--- src/rtl/pixel_pool_block.sv ---
// RGB565 pixel stream -> 8-bit greyscale -> POOL x POOL box average.
// Each finished tile is emitted with its row-major address into the NN input memory.
module pixel_pool_block #(
  parameter int IMG_W  = 224,
  parameter int IMG_H  = 224,
  parameter int POOL   = 8,
  parameter int ADDR_W = 10
) (
  input  logic              clk,
  input  logic              rst_n,
  input  logic              frame_start,
  input  logic              frame_end,
  input  logic              pixel_valid,
  input  logic [15:0]       pixel_data,
  output logic              out_valid,
  output logic [7:0]        out_data,
  output logic [ADDR_W-1:0] out_addr,
  output logic              frame_ready,
  output logic              frame_error,
  output logic              busy
);

  localparam int OUT_W = IMG_W / POOL;
  localparam int SH    = $clog2(POOL);
  localparam int ACC_W = 8 + 2 * SH;
  localparam int XW    = $clog2(IMG_W);
  localparam int YW    = $clog2(IMG_H + 1);
  localparam int CW    = (OUT_W > 1) ? $clog2(OUT_W) : 1;

  localparam logic [XW-1:0] X_LAST = XW'(IMG_W - 1);
  localparam logic [YW-1:0] Y_LAST = YW'(IMG_H - 1);
  localparam logic [YW-1:0] Y_END  = YW'(IMG_H);

  typedef enum logic [1:0] {IDLE, ACTIVE, DONE} state_e;

  state_e state_q, state_d;
  logic [XW-1:0] x_q, x_d, x_base;
  logic [YW-1:0] y_q, y_d, y_base;
  logic          flush, accept, c_done, final_in;
  logic          frame_error_q, frame_error_d;
  logic          frame_ready_q, frame_ready_d;

  // Stage A: sampled pixel plus its tile bookkeeping
  logic              a_valid_q, a_valid_d;
  logic [15:0]       a_data_q, a_data_d;
  logic [CW-1:0]     a_col_q, a_col_d;
  logic              a_last_q, a_last_d;
  logic              a_flast_q, a_flast_d;
  logic [ADDR_W-1:0] a_addr_q, a_addr_d;

  // Stage B: greyscale value
  logic              b_valid_q, b_valid_d;
  logic [7:0]        b_gray_q, b_gray_d;
  logic [CW-1:0]     b_col_q, b_col_d;
  logic              b_last_q, b_last_d;
  logic              b_flast_q, b_flast_d;
  logic [ADDR_W-1:0] b_addr_q, b_addr_d;

  // Stage C: column accumulators and tile output
  logic [ACC_W-1:0]  acc_q [OUT_W];
  logic [ACC_W-1:0]  acc_d [OUT_W];
  logic [ACC_W-1:0]  acc_sum;
  logic              out_valid_q, out_valid_d;
  logic [7:0]        out_data_q, out_data_d;
  logic [ADDR_W-1:0] out_addr_q, out_addr_d;

  logic [7:0]  r8, g8, b8;
  logic [15:0] gray_sum;

  // NOTE: every signal driven here gets a default first, so no path can leave it
  // unassigned and synthesis never infers a latch.
  always_comb begin
    state_d       = state_q;
    flush         = 1'b0;
    frame_error_d = 1'b0;
    frame_ready_d = 1'b0;
    c_done        = b_valid_q && b_flast_q;
    final_in      = pixel_valid && (x_q == X_LAST) && (y_q == Y_LAST);
    unique case (state_q)
      IDLE: begin
        if (frame_start) begin
          state_d = ACTIVE;
          flush   = 1'b1;
        end
      end
      ACTIVE: begin
        if (frame_start) begin
          flush         = 1'b1;
          frame_error_d = 1'b1;
        end else if (c_done) begin
          state_d = DONE;
        end else if (frame_end && (y_q != Y_END) && !final_in) begin
          // Final pixel not yet taken: the frame is short, so abandon it
          state_d       = IDLE;
          flush         = 1'b1;
          frame_error_d = 1'b1;
        end
      end
      DONE: begin
        frame_ready_d = 1'b1;
        state_d       = IDLE;
        if (frame_start) begin
          state_d = ACTIVE;
          flush   = 1'b1;
        end
      end
      default: state_d = IDLE;
    endcase
  end

  always_comb begin
    x_base = flush ? '0 : x_q;
    y_base = flush ? '0 : y_q;
    accept = pixel_valid && (state_d == ACTIVE) && (y_base != Y_END);
    x_d    = x_base;
    y_d    = y_base;
    if (accept) begin
      if (x_base == X_LAST) begin
        x_d = '0;
        y_d = y_base + 1'b1;
      end else begin
        x_d = x_base + 1'b1;
      end
    end

    a_valid_d = accept;
    a_data_d  = pixel_data;
    a_col_d   = CW'(x_base >> SH);
    a_last_d  = (&x_base[SH-1:0]) && (&y_base[SH-1:0]);
    a_flast_d = (x_base == X_LAST) && (y_base == Y_LAST);
    a_addr_d  = ADDR_W'(y_base >> SH) * ADDR_W'(OUT_W) + ADDR_W'(x_base >> SH);
  end

  always_comb begin
    r8        = {a_data_q[15:11], a_data_q[15:13]};
    g8        = {a_data_q[10:5],  a_data_q[10:9]};
    b8        = {a_data_q[4:0],   a_data_q[4:2]};
    gray_sum  = 16'd77 * 16'(r8) + 16'd150 * 16'(g8) + 16'd29 * 16'(b8);
    b_valid_d = a_valid_q && !flush;
    b_gray_d  = 8'(gray_sum >> 8);
    b_col_d   = a_col_q;
    b_last_d  = a_last_q;
    b_flast_d = a_flast_q;
    b_addr_d  = a_addr_q;
  end

  always_comb begin
    acc_d       = acc_q;
    acc_sum     = acc_q[b_col_q] + ACC_W'(b_gray_q);
    out_valid_d = 1'b0;
    out_data_d  = out_data_q;
    out_addr_d  = out_addr_q;
    if (flush) begin
      acc_d = '{default: '0};
    end else if (b_valid_q) begin
      if (b_last_q) begin
        acc_d[b_col_q] = '0;
        out_valid_d    = 1'b1;
        out_data_d     = acc_sum[ACC_W-1:2*SH];
        out_addr_d     = b_addr_q;
      end else begin
        acc_d[b_col_q] = acc_sum;
      end
    end
  end

  // NOTE: state is updated with non-blocking assignments so every flop samples the
  // pre-edge value of its neighbours, independent of statement order.
  always_ff @(posedge clk or negedge rst_n) begin
    if (!rst_n) begin
      state_q       <= IDLE;
      x_q           <= '0;
      y_q           <= '0;
      frame_error_q <= 1'b0;
      frame_ready_q <= 1'b0;
      a_valid_q     <= 1'b0;
      a_data_q      <= '0;
      a_col_q       <= '0;
      a_last_q      <= 1'b0;
      a_flast_q     <= 1'b0;
      a_addr_q      <= '0;
      b_valid_q     <= 1'b0;
      b_gray_q      <= '0;
      b_col_q       <= '0;
      b_last_q      <= 1'b0;
      b_flast_q     <= 1'b0;
      b_addr_q      <= '0;
      // NOTE: the accumulator array is flop-based and small, so it is reset here;
      // a partial frame must never leak into the next one.
      acc_q         <= '{default: '0};
      out_valid_q   <= 1'b0;
      out_data_q    <= '0;
      out_addr_q    <= '0;
    end else begin
      state_q       <= state_d;
      x_q           <= x_d;
      y_q           <= y_d;
      frame_error_q <= frame_error_d;
      frame_ready_q <= frame_ready_d;
      a_valid_q     <= a_valid_d;
      a_data_q      <= a_data_d;
      a_col_q       <= a_col_d;
      a_last_q      <= a_last_d;
      a_flast_q     <= a_flast_d;
      a_addr_q      <= a_addr_d;
      b_valid_q     <= b_valid_d;
      b_gray_q      <= b_gray_d;
      b_col_q       <= b_col_d;
      b_last_q      <= b_last_d;
      b_flast_q     <= b_flast_d;
      b_addr_q      <= b_addr_d;
      acc_q         <= acc_d;
      out_valid_q   <= out_valid_d;
      out_data_q    <= out_data_d;
      out_addr_q    <= out_addr_d;
    end
  end

  // DONE is held for the final beat's cycle so busy drops together with frame_ready
  assign busy        = (state_q != IDLE);
  assign out_valid   = out_valid_q;
  assign out_data    = out_data_q;
  assign out_addr    = out_addr_q;
  assign frame_ready = frame_ready_q;
  assign frame_error = frame_error_q;

endmodule
--- config.mk ---
export PLATFORM = sky130hd
export DESIGN_NAME = pixel_pool_block
export DESIGN_NICKNAME = d
export VERILOG_FILES = /design/src/rtl/pixel_pool_block.sv
export SDC_FILE = /design/constraint.sdc
export NUM_CORES = 1
export LEC_CHECK = 0
export CORE_MARGIN = 10
export CORE_UTILIZATION = 45
export DETAILED_ROUTE_END_ITERATION = 16
export REMOVE_ABC_BUFFERS = 1
export SYNTH_ARGS = -nofsm -noshare
export SYNTH_HDL_FRONTEND = slang
export SYNTH_SLANG_ARGS = --single-unit
--- constraint.sdc ---
create_clock -name clk -period 17.11 [get_ports clk]
set_input_delay 2.5665 -clock clk [delete_from_list [all_inputs] [get_ports clk]]
set_output_delay 2.5665 -clock clk [all_outputs]
set_load 0.03 [all_outputs]
==> metrics, run 1 <==
chip height=261.6 um; critical path class=in2reg; outcome=complete, no violations; Horiz. Die Dim=261.6 um; vias per cell=5.944; total core area=57,810 um^2; Final Slew Violations=0; terminus of the critical flop-to-flop path=acc_q[278]; Post-synth EDFFs=0; Worst Clk Skew=45.32 ps; Mapped Cells=2,659; cts repair resizes=0; Crit. End Element=flip-flop; maxcap violations=0; number of cell rows=88; Sequential Area=12,190 um^2; Hold WC Path Type=reg2reg; Final Net Count=2,779; Remaining Overflow, GRT=0; antenna violations before repair=2; Final setup violation count=0; multi-input logic area=12,930 um^2; Worst Path Required=17,630 ps; Seq cells post-synth=487; register area share after synthesis=46.38%; GRT Overall Usage=22.58%; Root Buffer=clkbuf_16; Post-Route WL=76,340 um; HPWL after detailed placement=48,710 um; fillers=5,267; Post-CTS Hold Fix Bufs=0; largest net degree at the start of global routing=192; worst slack, placed=9192 ps; starting density of the core=45.45%; synthesis-to-finish area growth=10.19%; Reg2Reg Setup Slack=10,420 ps; Starting DRT DRC Count=2,042; post-route ant nets=0; worst reg2reg path depth=13; postcts setup bufs=0; main flop type after synthesis=dfrtp_1; Min-Delay Endpoint=b_addr_q[2]; first-pass GRT wire length=120,500 um; hold path startpoint=a_addr_q[2]; Post-synth ARST share=100.0%; Pre-Repair DR Iteration Count=8; number of antenna diodes=0; Port Buffer Count=42; total number of vias=20,180; total CTS buffers=53; clk sinks=487; number of global-route vias before repair=20,560; Reg clk slew, reported paths=60 ps; crit start category=primary input; Synth warnings=0; Wirelength per Cell=22.49 um; pwr/cell area=117.4 nW/um^2; Max-Slew Margin vs Limit=23.65%; final setup margin=10,140 ps; Worst VDD drop=133.6 uV; CP arrival=7490 ps; Static Leak=0.01213 uW; Least-Margin Pin Slew=1141 ps; layout cells sized above 1=9.087%; DR DRC count=0; mapped cell area=26,280 um^2; final worst-path cycle share=40.73%; hold depth=0; setup TNS=0 ps; CTS tree=yes; H-Tree Depth=2; average size of a mapped cell=9.882 um^2; worst-skew pair later-pin latency=640 ps; gp weighted congestion=0.8658; distinct cell type count after synthesis=68; FMAX=143.5 MHz; RSZ-0062 raised after global routing=false; final hold viol count=0; IO Pins=43; Max clock buf depth=3; Crit Path Max Fanout=80; FF-to-FF Start=b_addr_q[0]; die area=68,460 um^2; Final min period=6968 ps
-- cell families after synthesis --
logic type	after synthesis	synth area share [%]
AND/OR/NAND/NOR	1008	16.94
XOR/XNOR	43	1.433
adder cells (fa/ha/maj)	172	9.933
flip-flops	487	46.38
AO/OA/AOI/OAI	523	11.12
multiplexers	120	9.300
buffers and inverters	306	4.890
-- power breakdown --
group          total [uW]  leakage [uW]  switching [uW]  internal [uW]
Combinational        1010       0.00451             633            376
Clock                1190      0.000885             488            701
Sequential           1200       0.00674            22.1           1180
Total                3400        0.0121            1140           2260
-- cell type report --
class | instances | share of cell area, %
clock buffer | 87 | 5.540
clock inverter | 12 | 0.7174
inverter | 110 | 1.426
multi-input combinational | 1866 | 44.67
sequential | 487 | 42.12
tap | 765 | 3.306
timing repair buffer | 68 | 2.221
-- registers in the layout, indices dropped and copies added (netlist names), 2 cells and up --
name      cells
b_addr_q     10
x_q           8
a_col_q       3
b_col_q       3
a_addr_q     10
out_data      8
state_q       2
y_q           8
acc_q       392
a_data_q     16
out_addr     10
b_gray_q      8
-- metal layers --
layer / vias up / global-route usage [%] / share of wire (%) / routed length, um
li1: 9011 / - / - / -
met1: 10220 / 30.33 / 42 / 31700
met2: 787 / 35.83 / 47 / 35630
met3: 154 / 4.528 / 8.2 / 6222
met4: 4 / 8.396 / 3.6 / 2755
met5: - / 0 / 0.033 / 25
-- worst max-delay path, cell delays in order --
cell	delay [ps]
clkdlybuf4s50_1	470
nand3_1	80
nor4_1	230
o211ai_1	310
a21oi_4	290
buf_4	680
buf_4	780
nand2_1	240
ha_1	250
o2111ai_1	70
and4b_1	200
o21ai_0	210
nor3_1	660
mux2_2	420
-- layout by cell type, fill, tap and decap left out, drive strengths merged, types with 14 or more instances in the layout --
cell type	synthesis	routed
inv	110	110
dfrtp	487	487
nand3	186	186
a21oi	287	287
o311ai	26	26
nor2	78	78
mux4	95	95
mux2	16	16
clkdlybuf4s50	0	41
clkbuf	154	87
nand2	613	613
nand2b	15	15
xnor2	29	29
buf	42	27
xor2	14	14
nand4b	31	31
o21ai	147	147
ha	111	111
nor2b	15	15
fa	61	61
nor3	14	14
-- per-stage QoR --
step | hold WS (ps) | util [%] | total power (uW) | instances | area [um^2]
2_1_floorplan | 331.2 | - | 1907 | 2463 | 25400
3_3_place_gp | 334.5 | 46.94 | 2200 | 3295 | 27140
3_5_place_dp | 334.7 | 46.94 | 2229 | 3295 | 27140
4_1_cts | 342.8 | 50.08 | 3423 | 3394 | 28950
5_1_grt | 351.5 | 50.09 | 3612 | 3395 | 28950
6_report | 340.9 | 50.09 | 3400 | 3395 | 28950
-- cell usage after synthesis, types with 18 or more instances --
cell      number  area share [%]
nand4b_1      31             1.0
o21ai_0      147             2.8
nand3_1      186             3.5
nand2_1      613             8.8
inv_1        108             1.5
mux4_2        86             7.4
a21oi_1      287             5.5
nor2_1        78             1.1
buf_2         18            0.34
o311ai_0      24            0.80
dfrtp_1      487              46
clkbuf_1     153             2.2
xnor2_1       29            0.97
fa_1          61             4.6
ha_1         111             5.3
-- worst max path at each step --
stage                startpoint          end  slack [ps]  depth (start not counted)
floorplan           pixel_valid  a_addr_q[9]        5680                         13
global placement    pixel_valid       y_q[2]        9280                         14
detailed placement  pixel_valid       y_q[2]        9190                         14
CTS                 pixel_valid       y_q[2]        9830                         14
global route        pixel_valid       y_q[2]        9770                         14
finish              pixel_valid       y_q[2]       10140                         14
No activity file was read; power rests on OpenSTA's default activity.
==> inputs of run 2 (changes only) <==
Clock period 17.11 ns to 7.11 ns, I/O delays scaled along.
==> metrics, run 2 (same netlist as run 1, synthesis figures left out) <==
outcome=complete, no violations; Wirelength per Cell=22.51 um (about the same); die area=68,460 um^2 (unchanged); Worst Clk Skew=30.47 ps (-14.85 ps); CTS tree=yes; number of cell rows=88 (unchanged); design area=29,060 um^2 (+0.37%); Final min period=6588 ps; Least-Margin Pin Slew=1249 ps (+108.1 ps); Port Buffer Count=42 (unchanged); layout cells sized above 1=9.796% (+0.71 points); postcts setup bufs=0 (unchanged); Max-Slew Margin vs Limit=16.72% (-6.9 points); antenna violations before repair=3 (+1); Root Buffer=clkbuf_16; Final setup violation count=0 (unchanged); Remaining Overflow, GRT=0 (unchanged); post-route ant nets=0 (unchanged); maxcap violations=0 (unchanged); Worst VDD drop=340.8 uV (+160%); wl on met1=31,790 um (+0.30%); max reg flops=392 (unchanged); fillers=5,301 (+0.65%); Largest Register=acc_q; final setup margin=522.2 ps (-9619 ps); most frequent cells in the layout=nand2_1, dfrtp_1, a21oi_1; number of global-route vias before repair=20,250 (-1.5%); pwr/cell area=278.5 nW/um^2 (+140%); Static Leak=0.01220 uW (+0.62%); Horiz. Die Dim=261.6 um (unchanged); Hold WC Path Type=reg2reg; total core area=57,810 um^2 (unchanged); Post-CTS Hold Fix Bufs=0 (unchanged); Final Net Count=2,795 (+0.58%); utilization after layout=50.27% (+0.18 points); starting density of the core=45.45% (unchanged); Crit-path slowest cell=fa_1; critical path class=reg2reg; most common cell after layout, fill and taps aside=nand2_1; DR DRC count=0 (unchanged); worst slack, placed=543.7 ps (-8648 ps); clk sinks=487 (unchanged); first-pass GRT wire length=120,000 um (-0.43%); worst reg2reg path depth=25 (+12); slowest stage delay, CP=500 ps (-280 ps); worst-skew pair later-pin latency=640 ps (about the same); final worst-path cycle share=92.66%; Placed Area=27,260 um^2 (+0.45%); Reg2Reg Setup Slack=520 ps (-9900 ps); crit start category=flip-flop; delay-heaviest family, CP=adder cells; gp weighted congestion=0.8959 (+3.5%); CP bufs+invs=4 (+1); total CTS buffers=53 (unchanged); largest net degree at the start of global routing=140 (-27%); Starting DRT DRC Count=1,942 (-4.9%); HPWL after detailed placement=49,770 um (+2.2%); total number of vias=20,020 (-0.78%); worst setup path endpoint=b_gray_q[7]; FF-to-FF Start=a_data_q[8]; Reg clk slew, reported paths=60 ps (about the same); Worst Setup SP=a_data_q[8]; Crit. End Element=flip-flop; Final Slew Violations=0 (unchanged); cts repair resizes=0 (unchanged); met2 wire len=36,060 um (+1.2%); Worst Path Required=7600 ps (-10,030 ps); synthesis-to-finish area growth=10.60%; Worst path depth=25 (+11); Max clock buf depth=3 (unchanged); Post-Route WL=76,720 um (+0.50%); met3 routed WL=6090 um (-2.1%); Pre-Repair DR Iteration Count=6 (-2); terminus of the critical flop-to-flop path=b_gray_q[7]; CP arrival=7080 ps (-410 ps); number of antenna diodes=0 (unchanged); vias per cell=5.873 (-1.2%); GRT Overall Usage=22.60% (about the same); FMAX=151.8 MHz; final hold viol count=0 (unchanged); H-Tree Depth=2 (unchanged); Crit Path Max Fanout=5 (-94%); IO Pins=43 (unchanged); chip height=261.6 um (unchanged); crit-path most repeated cell=ha_1; Top Registers=acc_q x392, a_data_q x16; top sig layer=met4; RSZ-0062 raised after global routing=false
## run 2: cell count changes in the layout (fill, tap and decap cells not counted), sizes merged
cell / before / now
inv: 110 / 111
clkinv: 8 / 14
buf: 27 / 43
clkbuf: 87 / 76
bufinv: 4 / 5
clkinvlp: 0 / 1
## run 2: worst min path at each step
stage / from / to / slack (ps) / cells past startpoint
after detailed placement: a_last_q / b_last_q / 330 / 0
after floorplan: a_addr_q[0] / b_addr_q[0] / 330 / 0
final: a_addr_q[5] / b_addr_q[5] / 350 / 0
after global placement: a_addr_q[1] / b_addr_q[1] / 330 / 0
after CTS: a_addr_q[5] / b_addr_q[5] / 340 / 0
after global routing: a_addr_q[6] / b_addr_q[6] / 350 / 0
## run 2: stage by stage
| stage | hold slack (ps) | power [uW] | TNS, ps | std cells |
|---|---|---|---|---|
| floorplan | 331.2 | 4590 | -243040 | 2463 |
| global placement | 333.3 | 5213 | 0 | 3312 |
| detailed placement | 334.7 | 5282 | 0 | 3312 |
| CTS | 342.4 | 8157 | 0 | 3409 |
| global route | 351.0 | 8608 | 0 | 3409 |
| finish | 345.1 | 8094 | 0 | 3409 |
## run 2: routing by layer
metal,GRT usage (%),vias to the layer above
li1,-,9040
met1,29.97,10060
met2,35.85,753
met3,5.362,167
met4,7.995,0
met5,0,-
## run 2: report_power, final
part,leakage (uW),internal (uW),switching [uW]
combinational,0.00458,906,1460
sequential,0.00674,2840,26.7
clock,0.000886,1670,1200
## run 2: layout make-up
class                   count  area, um^2  share of cell area [%]
multi-input cells        1866       12930                   44.49
clock buffers              76        1513                   5.206
inverters                 110       412.9                   1.421
flip-flops and latches    487       12190                   41.96
clock inverters            21       287.8                  0.9903
well taps                 765       957.2                   3.294
repair buffers             84       765.7                   2.635
==> inputs of run 3 (changes only) <==
Clock period 7.11 ns to 6.55 ns, I/O delays scaled along.
==> metrics, run 3 (same netlist as run 1, synthesis figures left out) <==
Worst VDD drop=279.6 uV (-18%); Final setup violation count=0 (unchanged); CTS tree=yes; final worst-path cycle share=93.61% (+0.96 points); Cell Int Power=6051 uW (+12%); RSZ-0062 raised after global routing=false; P_sw=2970 uW (+11%); IO Pins=43 (unchanged); crit-path most repeated cell=ha_1; Largest Register=acc_q; Reg2Reg Setup Slack=420 ps (-100 ps); Top Registers=acc_q x392, a_data_q x16; Pre-Repair DR Iteration Count=6 (unchanged); most common cell after layout, fill and taps aside=nand2_1; H-Tree Depth=2 (unchanged); largest net degree at the start of global routing=182 (+30%); final hold viol count=0 (unchanged); starting density of the core=45.45% (unchanged); most frequent cells in the layout=nand2_1, dfrtp_1, a21oi_1; Root Buffer=clkbuf_16; maxcap violations=0 (unchanged); terminus of the critical flop-to-flop path=b_gray_q[4]; slowest stage delay, CP=500 ps (about the same); vias per cell=5.951 (+1.3%); worst reg2reg path depth=24 (-4.0%); Sw Ratio=32.92% (-0.18 points); pwr/cell area=308.5 nW/um^2 (+11%); crit start category=flip-flop; Worst Clk Skew=30.98 ps (+0.5141 ps); cell count after placement=3,321 (+0.27%); total number of vias=20,350 (+1.7%); Least-Margin Pin Slew=1255 ps (+5.629 ps); Wirelength per Cell=22.61 um (+0.46%); wl on met1=31,780 um (about the same); clk sinks=487 (unchanged); Static Leak=0.01230 uW (+0.81%); Final min period=6132 ps (-456.1 ps); die area=68,460 um^2 (unchanged); layout cells sized above 1=10.28% (+0.49 points); Horiz. Die Dim=261.6 um (unchanged); Crit Path Max Fanout=5 (unchanged); Power, Total=9022 uW (+11%); number of antenna diodes=0 (unchanged); GRT Overall Usage=22.80% (+0.20 points); top sig layer=met5; first-pass GRT wire length=121,900 um (+1.6%); critical path class=reg2reg; Remaining Overflow, GRT=0 (unchanged); fillers=5,270 (-0.58%); Port Buffer Count=42 (unchanged); Final Slew Violations=0 (unchanged); Post-CTS Hold Fix Bufs=0 (unchanged); gp weighted congestion=0.9004 (+0.50%); max reg flops=392 (unchanged); chip height=261.6 um (unchanged); outcome=complete, no violations; FMAX=163.1 MHz (+7.4%); delay-heaviest family, CP=adder cells; CP arrival=6640 ps (-440 ps); Reg clk slew, reported paths=60 ps (about the same); Non-Filler Instances=3,420 (+0.32%); Reg power frac=34.5% (-0.9 points); total CTS buffers=53 (unchanged); power share of the clock group=35.8% (+0.4 points); met3 routed WL=5865 um (-3.7%); synthesis-to-finish area growth=11.31%; CP bufs+invs=4 (unchanged); HPWL after detailed placement=49,990 um (+0.43%); number of cell rows=88 (unchanged); FF-to-FF Start=a_data_q[8]; total core area=57,810 um^2 (unchanged); Gate power share=29.7% (+0.5 points); met2 wire len=36,850 um (+2.2%); Crit-path slowest cell=fa_1; number of global-route vias before repair=20,730 (+2.4%); DR DRC count=0 (unchanged); Final Net Count=2,804 (+0.32%); worst path cell trace=ha_1 -> ha_1 -> ha_1 -> inv_1 -> fa_1 -> inv_1 -> ha_1 -> nand2_1 -> o21ai_1 -> o21a_1 -> nor2_1 -> xnor2_1 -> ha_1 -> fa_1 -> inv_1 -> fa_1 -> fa_1 -> inv_1 -> ha_1 -> nand2_1 -> o21ai_1 -> a21oi_1 -> nand2b_1 -> a221oi_1; Starting DRT DRC Count=1,977 (+1.8%); Hold WC Path Type=in2async; Worst Path Required=7060 ps (-540 ps); antenna violations before repair=2 (-1); post-route ant nets=0 (unchanged); worst-skew pair later-pin latency=630 ps (about the same); Post-Route WL=77,320 um (+0.78%); Max-Slew Margin vs Limit=16.04% (-0.68 points); Max clock buf depth=3 (unchanged); Crit. End Element=flip-flop
run 3: cell count changes in the layout (fill, tap and decap cells not counted), sizes merged:
cell	delta
clkbuf	+1
clkinv	-1
buf	+9
bufinv	+2
run 3: power groups by stage:
stage	registers [uW]	logic (uW)	clock network [uW]
after global routing	3120	3060	3410
after global placement	3170	2540	0
after floorplan	3160	1820	0
after CTS	3110	2680	3280
final	3120	2680	3230
after detailed placement	3170	2670	0
run 3: timing repair:
| action | in CTS | in global routing |
|---|---|---|
| gates resized for setup | 0 | 3 |
| endpoints found under the setup margin | 0 | 4 |
| hold endpoints to repair | 0 | 0 |
| setup buffers | 0 | 0 |
run 3: area by class of cell:
type                            instances  area (um^2)  share of cell area (%)
Clock inverter                         22        342.8                   1.172
Clock buffer                           77         1546                   5.287
Sequential cell                       487        12190                   41.69
Tap cell                              765        957.2                   3.273
Multi-Input combinational cell       1866        12920                   44.19
Inverter                              110        412.9                   1.412
Timing Repair Buffer                   93        870.8                   2.977
run 3: worst max-delay path by stage:
stage                startpoint          end  slack [ps]  depth (start not counted)
finish              a_data_q[8]  b_gray_q[4]         420                         24
global route        a_data_q[8]  b_gray_q[7]          40                         25
CTS                 a_data_q[8]  b_gray_q[7]         140                         25
detailed placement  a_data_q[8]  b_gray_q[7]         170                         25
global placement    a_data_q[8]  b_gray_q[7]         240                         25
floorplan           pixel_valid  a_addr_q[9]       -3300                         13
run 3: through the flow:
step	setup TNS [ps]	setup WS [ps]	util (%)	cell area, um^2	hold WS (ps)
2_1_floorplan	-448550	-3295	-	25400	331.2
3_3_place_gp	0	239.2	47.32	27350	333.8
3_5_place_dp	0	166.3	47.32	27350	334.7
4_1_cts	0	135.3	50.59	29240	348.6
5_1_grt	0	42.85	50.60	29250	352.4
6_report	0	418.3	50.60	29250	337.9
run 3: layer usage:
layer,vias to the layer above,GRT usage [%]
met5,-,0
met4,4,8.605
met3,172,4.211
met2,808,36.75
met1,10280,30.31
li1,9087,-
